==> src/rtl/bounce_pkg.sv <==
// ---------------------------------------------------------------------------
// bounce_pkg
//   Shared definitions for the LED sequence counter.
//   mode_t : 2-bit run-mode encoding carried on the counter's mode input.
// ---------------------------------------------------------------------------
package bounce_pkg;

  typedef enum logic [1:0] {
    MODE_UP_WRAP   = 2'b00,
    MODE_DOWN_WRAP = 2'b01,
    MODE_BOUNCE    = 2'b10,
    MODE_HOLD      = 2'b11
  } mode_t;

endpackage

==> src/rtl/tick_gen.sv <==
// ---------------------------------------------------------------------------
// tick_gen
//   Prescaler producing a single-cycle clock-enable every DIV_MAX+1 enabled
//   clk cycles. No derived clock is generated.
//   Ports:
//     clk     in  system clock
//     rst_btn in  asynchronous reset, active-low
//     en      in  1 = prescaler advances, 0 = prescaler holds its value
//     clear   in  synchronous restart of the prescaler to 0
//     tick    out 1 on the edge where the prescaler sits at DIV_MAX with en=1
// ---------------------------------------------------------------------------
module tick_gen #(
  parameter int DIV_WIDTH = 24,
  parameter int DIV_MAX   = 1499999
) (
  input  logic clk,
  input  logic rst_btn,
  input  logic en,
  input  logic clear,
  output logic tick
);

  localparam logic [DIV_WIDTH-1:0] L_DIV_MAX = DIV_WIDTH'(DIV_MAX);
  localparam logic [DIV_WIDTH-1:0] L_ONE     = DIV_WIDTH'(1);

  logic [DIV_WIDTH-1:0] r_presc;
  logic                 w_at_max;

  assign w_at_max = (r_presc == L_DIV_MAX);
  assign tick     = en && w_at_max;

  // Holding on en=0 keeps a partial period, so resuming finishes it.
  always_ff @(posedge clk or negedge rst_btn) begin
    if (!rst_btn) begin
      r_presc <= '0;
    end else if (clear) begin
      r_presc <= '0;
    end else if (en) begin
      r_presc <= w_at_max ? '0 : r_presc + L_ONE;
    end
  end

endmodule

==> src/rtl/bounce_counter.sv <==
// ---------------------------------------------------------------------------
// bounce_counter
//   LED sequence counter with bounds LO..HI and four run modes (wrap up,
//   wrap down, bounce, hold), advanced by an internal prescaler tick.
//   Ports:
//     clk     in  system clock
//     rst_btn in  asynchronous reset, active-low
//     en      in  1 = prescaler runs, 0 = prescaler and count frozen
//     clear   in  synchronous restart to the reset state
//     mode    in  run mode (see bounce_pkg::mode_t), sampled on tick edges
//     count   out current count, registered, drives the LEDs
//     dir     out 1 = counting up, 0 = counting down
//     step    out 1-cycle pulse: count was updated on the previous edge
//     endpt   out 1-cycle pulse with step when that update wrapped/turned
// ---------------------------------------------------------------------------
module bounce_counter
  import bounce_pkg::*;
#(
  parameter int WIDTH     = 4,
  parameter int LO        = 0,
  parameter int HI        = 2**WIDTH-1,
  parameter int DIV_WIDTH = 24,
  parameter int DIV_MAX   = 1499999
) (
  input  logic             clk,
  input  logic             rst_btn,
  input  logic             en,
  input  logic             clear,
  input  logic [1:0]       mode,
  output logic [WIDTH-1:0] count,
  output logic             dir,
  output logic             step,
  output logic             endpt
);

  localparam logic [WIDTH-1:0] L_LO  = WIDTH'(LO);
  localparam logic [WIDTH-1:0] L_HI  = WIDTH'(HI);
  localparam logic [WIDTH-1:0] L_ONE = WIDTH'(1);

  logic [WIDTH-1:0] r_count;
  logic             r_dir;
  logic             r_step;
  logic             r_endpt;

  logic             w_tick;
  mode_t            w_mode;
  logic [WIDTH-1:0] w_count_next;
  logic             w_dir_next;
  logic             w_endpt_next;

  tick_gen #(
    .DIV_WIDTH(DIV_WIDTH),
    .DIV_MAX  (DIV_MAX)
  ) u_tick_gen (
    .clk    (clk),
    .rst_btn(rst_btn),
    .en     (en),
    .clear  (clear),
    .tick   (w_tick)
  );

  assign w_mode = mode_t'(mode);

  // Next count/dir for a tick edge. Every branch stays inside [LO,HI], so
  // no overflow path exists in WIDTH-bit arithmetic.
  always_comb begin
    w_count_next = r_count;
    w_dir_next   = r_dir;
    w_endpt_next = 1'b0;
    case (w_mode)
      MODE_UP_WRAP: begin
        w_dir_next = 1'b1;
        if (r_count == L_HI) begin
          w_count_next = L_LO;
          w_endpt_next = 1'b1;
        end else begin
          w_count_next = r_count + L_ONE;
        end
      end
      MODE_DOWN_WRAP: begin
        w_dir_next = 1'b0;
        if (r_count == L_LO) begin
          w_count_next = L_HI;
          w_endpt_next = 1'b1;
        end else begin
          w_count_next = r_count - L_ONE;
        end
      end
      MODE_BOUNCE: begin
        if (L_LO == L_HI) begin
          // Degenerate range: every tick is a turnaround at the same value.
          w_endpt_next = 1'b1;
          w_dir_next   = ~r_dir;
        end else if (r_dir) begin
          // Turn on reaching HI so each endpoint is shown once per sweep.
          if (r_count == L_HI) begin
            w_count_next = L_HI - L_ONE;
            w_dir_next   = 1'b0;
            w_endpt_next = 1'b1;
          end else begin
            w_count_next = r_count + L_ONE;
          end
        end else begin
          if (r_count == L_LO) begin
            w_count_next = L_LO + L_ONE;
            w_dir_next   = 1'b1;
            w_endpt_next = 1'b1;
          end else begin
            w_count_next = r_count - L_ONE;
          end
        end
      end
      default: begin
        // MODE_HOLD: count and dir unchanged, no endpoint event.
      end
    endcase
  end

  always_ff @(posedge clk or negedge rst_btn) begin
    if (!rst_btn) begin
      r_count <= L_LO;
      r_dir   <= 1'b1;
      r_step  <= 1'b0;
      r_endpt <= 1'b0;
    end else if (clear) begin
      r_count <= L_LO;
      r_dir   <= 1'b1;
      r_step  <= 1'b0;
      r_endpt <= 1'b0;
    end else if (w_tick) begin
      r_count <= w_count_next;
      r_dir   <= w_dir_next;
      r_step  <= 1'b1;
      r_endpt <= w_endpt_next;
    end else begin
      r_step  <= 1'b0;
      r_endpt <= 1'b0;
    end
  end

  assign count = r_count;
  assign dir   = r_dir;
  assign step  = r_step;
  assign endpt = r_endpt;

endmodule
==> config.mk <==
export PLATFORM = sky130hd
export DESIGN_NAME = bounce_counter
export DESIGN_NICKNAME = d
export VERILOG_FILES = /design/src/rtl/bounce_pkg.sv /design/src/rtl/tick_gen.sv /design/src/rtl/bounce_counter.sv
export SDC_FILE = /design/constraint.sdc
export NUM_CORES = 1
export LEC_CHECK = 0
export BUFFER_PORTS_ARGS = -buffer_cell sky130_fd_sc_hd__buf_2
export CAP_MARGIN = 0
export CORE_UTILIZATION = 30
export DETAILED_ROUTE_END_ITERATION = 10
export GPL_ROUTABILITY_DRIVEN = 0
export PLACE_DENSITY_LB_ADDON = 0.25
export SLEW_MARGIN = 5
export SYNTH_ARGS = -nofsm -noshare
export SYNTH_HDL_FRONTEND = slang
export SYNTH_HIERARCHICAL = 1
export SYNTH_SLANG_ARGS = --single-unit
==> constraint.sdc <==
create_clock -name clk -period 2 [get_ports clk]
set_clock_uncertainty 0.1 [all_clocks]
set_input_delay 0.4 -clock clk [delete_from_list [all_inputs] [get_ports clk]]
set_output_delay 0.4 -clock clk [all_outputs]
set_load 0.005 [all_outputs]
==> results <==
- The worst-case IR drop observed on VDD is 0.255 mV.
- The global router's overall resource usage is 16.5%.
- The horizontal extent of the die is 85.1 um.
- The gate count of the mapped netlist is 237.
- OpenSTA, run right after detailed placement, puts the worst setup slack at -193 ps.
- The final number of max-transition violations was 0.
- For this run, the detailed router's first-pass iteration total came to 4.
- The number of clock sinks is 31.
- The clock latency reported for the late side of the worst-skew pair is 290 ps.
- The initial utilization of the core area, before any placement, comes to 31.9%.
- In this run the critical register-to-register path is launched from u_tick_gen/r_presc[7]$_DFFE_PN0P_.
- The total of flip-flops plus latches after synthesis is 31.
- The smallest setup slack after layout is -31.0 ps.
- The reported max-cap violation count is 0.
- The critical path capture point type is a flip-flop.
- The clock share of power is 47.2%.
- The net switching power of the design is 0.328 mW.
- The number of distinct library cell variants in the gate-level netlist after synthesis is 58.
- The clock passes through at most 2 buffers.
- The total area inside the core boundary comes to 6490 um^2.
- The vertical die dimension is 85.1 um.
- The part of the total power dissipated in sequential elements is 45.5%.
- For this design the static power due to leakage is 1.31 nW.
- 0 antenna diodes ended up in the layout.
- For this design the top-level I/O count stands at 13.
- The first global-routing pass estimated 9280 um of wire.
- The worst hold path belongs to the class input port to asynchronous set/reset pin.
- The internal power is 1.07 mW.
- Summed over all failing endpoints, the final setup total negative slack is -31.0 ps.
- Headroom to the max-slew limit came out at 52.1%.
- Cells fill 43.5% of the core in the end.
- Of the synthesized area, sequential elements account for 37.5%.
- The synthesized area divided by synthesized cell count is 8.74 um^2.
- Clock tree synthesis inserted a total of 5 buffers.
- The tightest hold path in the finished design has a slack of 59.6 ps.
- For this run the aggregate overflow at the end of global routing stands at 0.
- The count of placed standard cells including taps is 365.
- The register-to-register setup slack is -30 ps.
- The power density over cell area is 495 nW/um^2.
- The via count is 2,001.
- The overall power after layout is 1.40 mW.
- The critical path in this run is classified as flip-flop to flip-flop.
- For this run, the post-layout net count is 314.
- The element type at the critical path start is a flip-flop.
- The number of antenna-violating nets in the routed design is 0.
- The post-synth design cell area is 2070 um^2.
- The finished cells cover 2820 um^2.
- The post-place instance area is 2540 um^2.
- The number of levels in the clock H-tree is 2.
- Setup repair after global routing could not meet its margin everywhere.
- The die outline area is 7240 um^2.
- The DRC violation count after routing is 0.
- The sum of net half-perimeters after detailed placement is 4080 um.
- The worst path required time is 2120 ps.
- Summing all multi-input logic gate instances after layout gives 1320 um^2.
- The critical path arrival is 2150 ps.
- Per report_power, the combinational group accounts for 7.3% of the total.
- The maximum number of pins on one net before global-route repair is 32.
- The worst register-to-register path has a depth of 6.
- For the pin with the worst max-slew slack, the measured transition is 718 ps.
- Dividing the detail-routed wire length by the instance count gives 14.9 um.
- The net count after synthesis is 250.
- The count of buffers added on input and output ports is 12.
- The commonest non-fill, non-tap cell in the layout is buf_4.
- The number of rows in the core area is 29.
- The switching share of power is 23.5%.
- TritonCTS built the clock tree.
- The initial antenna violation count is 0.
- The run finished, with violations left.
- The post-route fraction of the period consumed by the critical path is 102%.
- The final reports fail on negative setup slack.
- After detailed routing, the number of vias per cell comes to 5.28.
- The layout overhead on the synthesized area is 36.3%.
- Wires add up to 5640 um.
- Fill cells in the final layout number 668.
- Registers take 782 um^2.
- The buffer type at the clock tree root is clkbuf_8.
- The count of yosys warnings during synthesis is 6.
- Setup violations remaining at the end of the flow were counted as 1.
- Counting I/O delays and the setup requirement, the final critical path takes 2030 ps.
- After synthesis, the share of flip-flops with an asynchronous set or reset is 100%.
- After the first detailed-routing iteration, the DRC count stood at 113.
- The worst register-to-register path ends at u_tick_gen/r_presc[23]$_DFFE_PN0P_.
- The hold violation count in the final report is 0.
- The number of enable flip-flop cells after synthesis is 0.
- The via count of the first global-routing pass is 1,846.
- In the layout the commonest cells are buf_4 (51), nor2_1 (29), dfrtp_1 (26).
- Clock-pin slew was measured on the worst setup and hold paths at 70 ps.
- Along the worst path, the maximum fanout reaches 3.
- Cells with a size suffix above 1 make up 34.4% of the layout.
- The dominant register cell in the synthesized netlist is dfrtp_1.
- The fmax is 492 MHz.
- Once layout is complete, the cells apart from fillers number 379.
## cell usage after synthesis (all sizes together) (2+ instances only)
| cell | count | area (um^2) |
|---|---|---|
| a31oi | 2 | 12.5 |
| or3 | 3 | 18.8 |
| ha | 7 | 87.6 |
| nor2 | 31 | 119 |
| or2 | 2 | 12.5 |
| o21a | 2 | 15.0 |
| nand3b | 2 | 15.0 |
| nor2b | 3 | 18.8 |
| or4 | 2 | 18.8 |
| dfrtp | 30 | 751 |
| nand2 | 18 | 67.6 |
| a32o | 4 | 40.0 |
| o32ai | 2 | 17.5 |
| xnor2 | 2 | 17.5 |
| buf | 2 | 18.8 |
| and3 | 6 | 37.5 |
| nand2b | 2 | 12.5 |
| and4 | 2 | 18.8 |
| a21oi | 8 | 40.0 |
| nor4 | 6 | 37.5 |
| xor2 | 12 | 105 |
| inv | 11 | 41.3 |
| mux2i | 4 | 40.0 |
| nand4 | 11 | 90.1 |
| nor3 | 5 | 30.0 |
| nand3 | 13 | 70.1 |
| clkbuf | 6 | 22.5 |
| nor3b | 3 | 22.5 |
| o21ai | 16 | 80.1 |
## cells by family after synthesis
logic type | Yosys count | synth area share, %
XOR/XNOR | 14 | 5.92
multiplexers | 5 | 2.48
AO/OA/AOI/OAI | 45 | 14.3
adder cells (fa/ha/maj) | 7 | 4.23
flip-flops | 31 | 37.5
AND/OR/NAND/NOR | 116 | 31.5
buffers and inverters | 19 | 3.99
## critical path: stages (launching register included)
cell and delay (ps):
dfrtp_1 420, buf_6 130, nand4_4 110, or4_4 430, or2_1 230, or4_1 410
a21oi_2 130
## what timing repair did
| item | 4_1_cts | 5_1_grt |
|---|---|---|
| resized for setup | 13 | 19 |
| hold endpoints to repair | 0 | 0 |
| gates cloned | 0 | 0 |
| endpoints found under the setup margin | 7 | 14 |
| hold buffers | 0 | 0 |
| pin swaps | 7 | 7 |
| buffers inserted | 4 | 2 |
## registers in the layout, indices dropped and copies added (netlist names)
| name | count |
|---|---|
| u_tick_gen/r_presc | 24 |
| count | 4 |
| dir | 1 |
| endpt | 1 |
| step | 1 |
## layer usage
metal,wire (um),track usage (%),part of all wire (%)
met3,147,3.31,2.6
met1,2900,24.4,51
met5,0,0,0
met4,97,6.47,1.7
met2,2500,23.5,44
## final cells by class
class	instances	share of cell area, %
multi-input cells	187	46.8
flip-flops and latches	31	27.7
repair buffers	65	16.5
well taps	77	3.41
clock buffers	6	2.93
inverters	11	1.46
clock inverters	2	1.24
## power by group through the flow
stage	clock network (mW)	logic (mW)	registers (mW)
after CTS	0.679	0.0989	0.634
after detailed placement	0	0.0946	0.646
after global placement	0	0.0953	0.646
final	0.659	0.102	0.635
after floorplan	0	0.0474	0.645
after global routing	0.695	0.114	0.634
## worst max path at each step
stage | startpoint | endpoint | slack, ps | cells past startpoint
floorplan | u_tick_gen/r_presc[3]$_DFFE_PN0P_ | u_tick_gen/r_presc[23]$_DFFE_PN0P_ | 2 | 5
global placement | u_tick_gen/r_presc[13]$_DFFE_PN0P_ | count[2]$_DFFE_PN0P_ | -70 | 9
detailed placement | u_tick_gen/r_presc[22]$_DFFE_PN0P_ | count[3]$_DFFE_PN0P_ | -190 | 8
CTS | u_tick_gen/r_presc[14]$_DFFE_PN0P_ | u_tick_gen/r_presc[23]$_DFFE_PN0P_ | -40 | 5
global route | u_tick_gen/r_presc[11]$_DFFE_PN0P_ | count[2]$_DFFE_PN0P_ | -160 | 9
finish | u_tick_gen/r_presc[7]$_DFFE_PN0P_ | u_tick_gen/r_presc[23]$_DFFE_PN0P_ | -30 | 6
No activity file was read; power rests on OpenSTA's default activity.
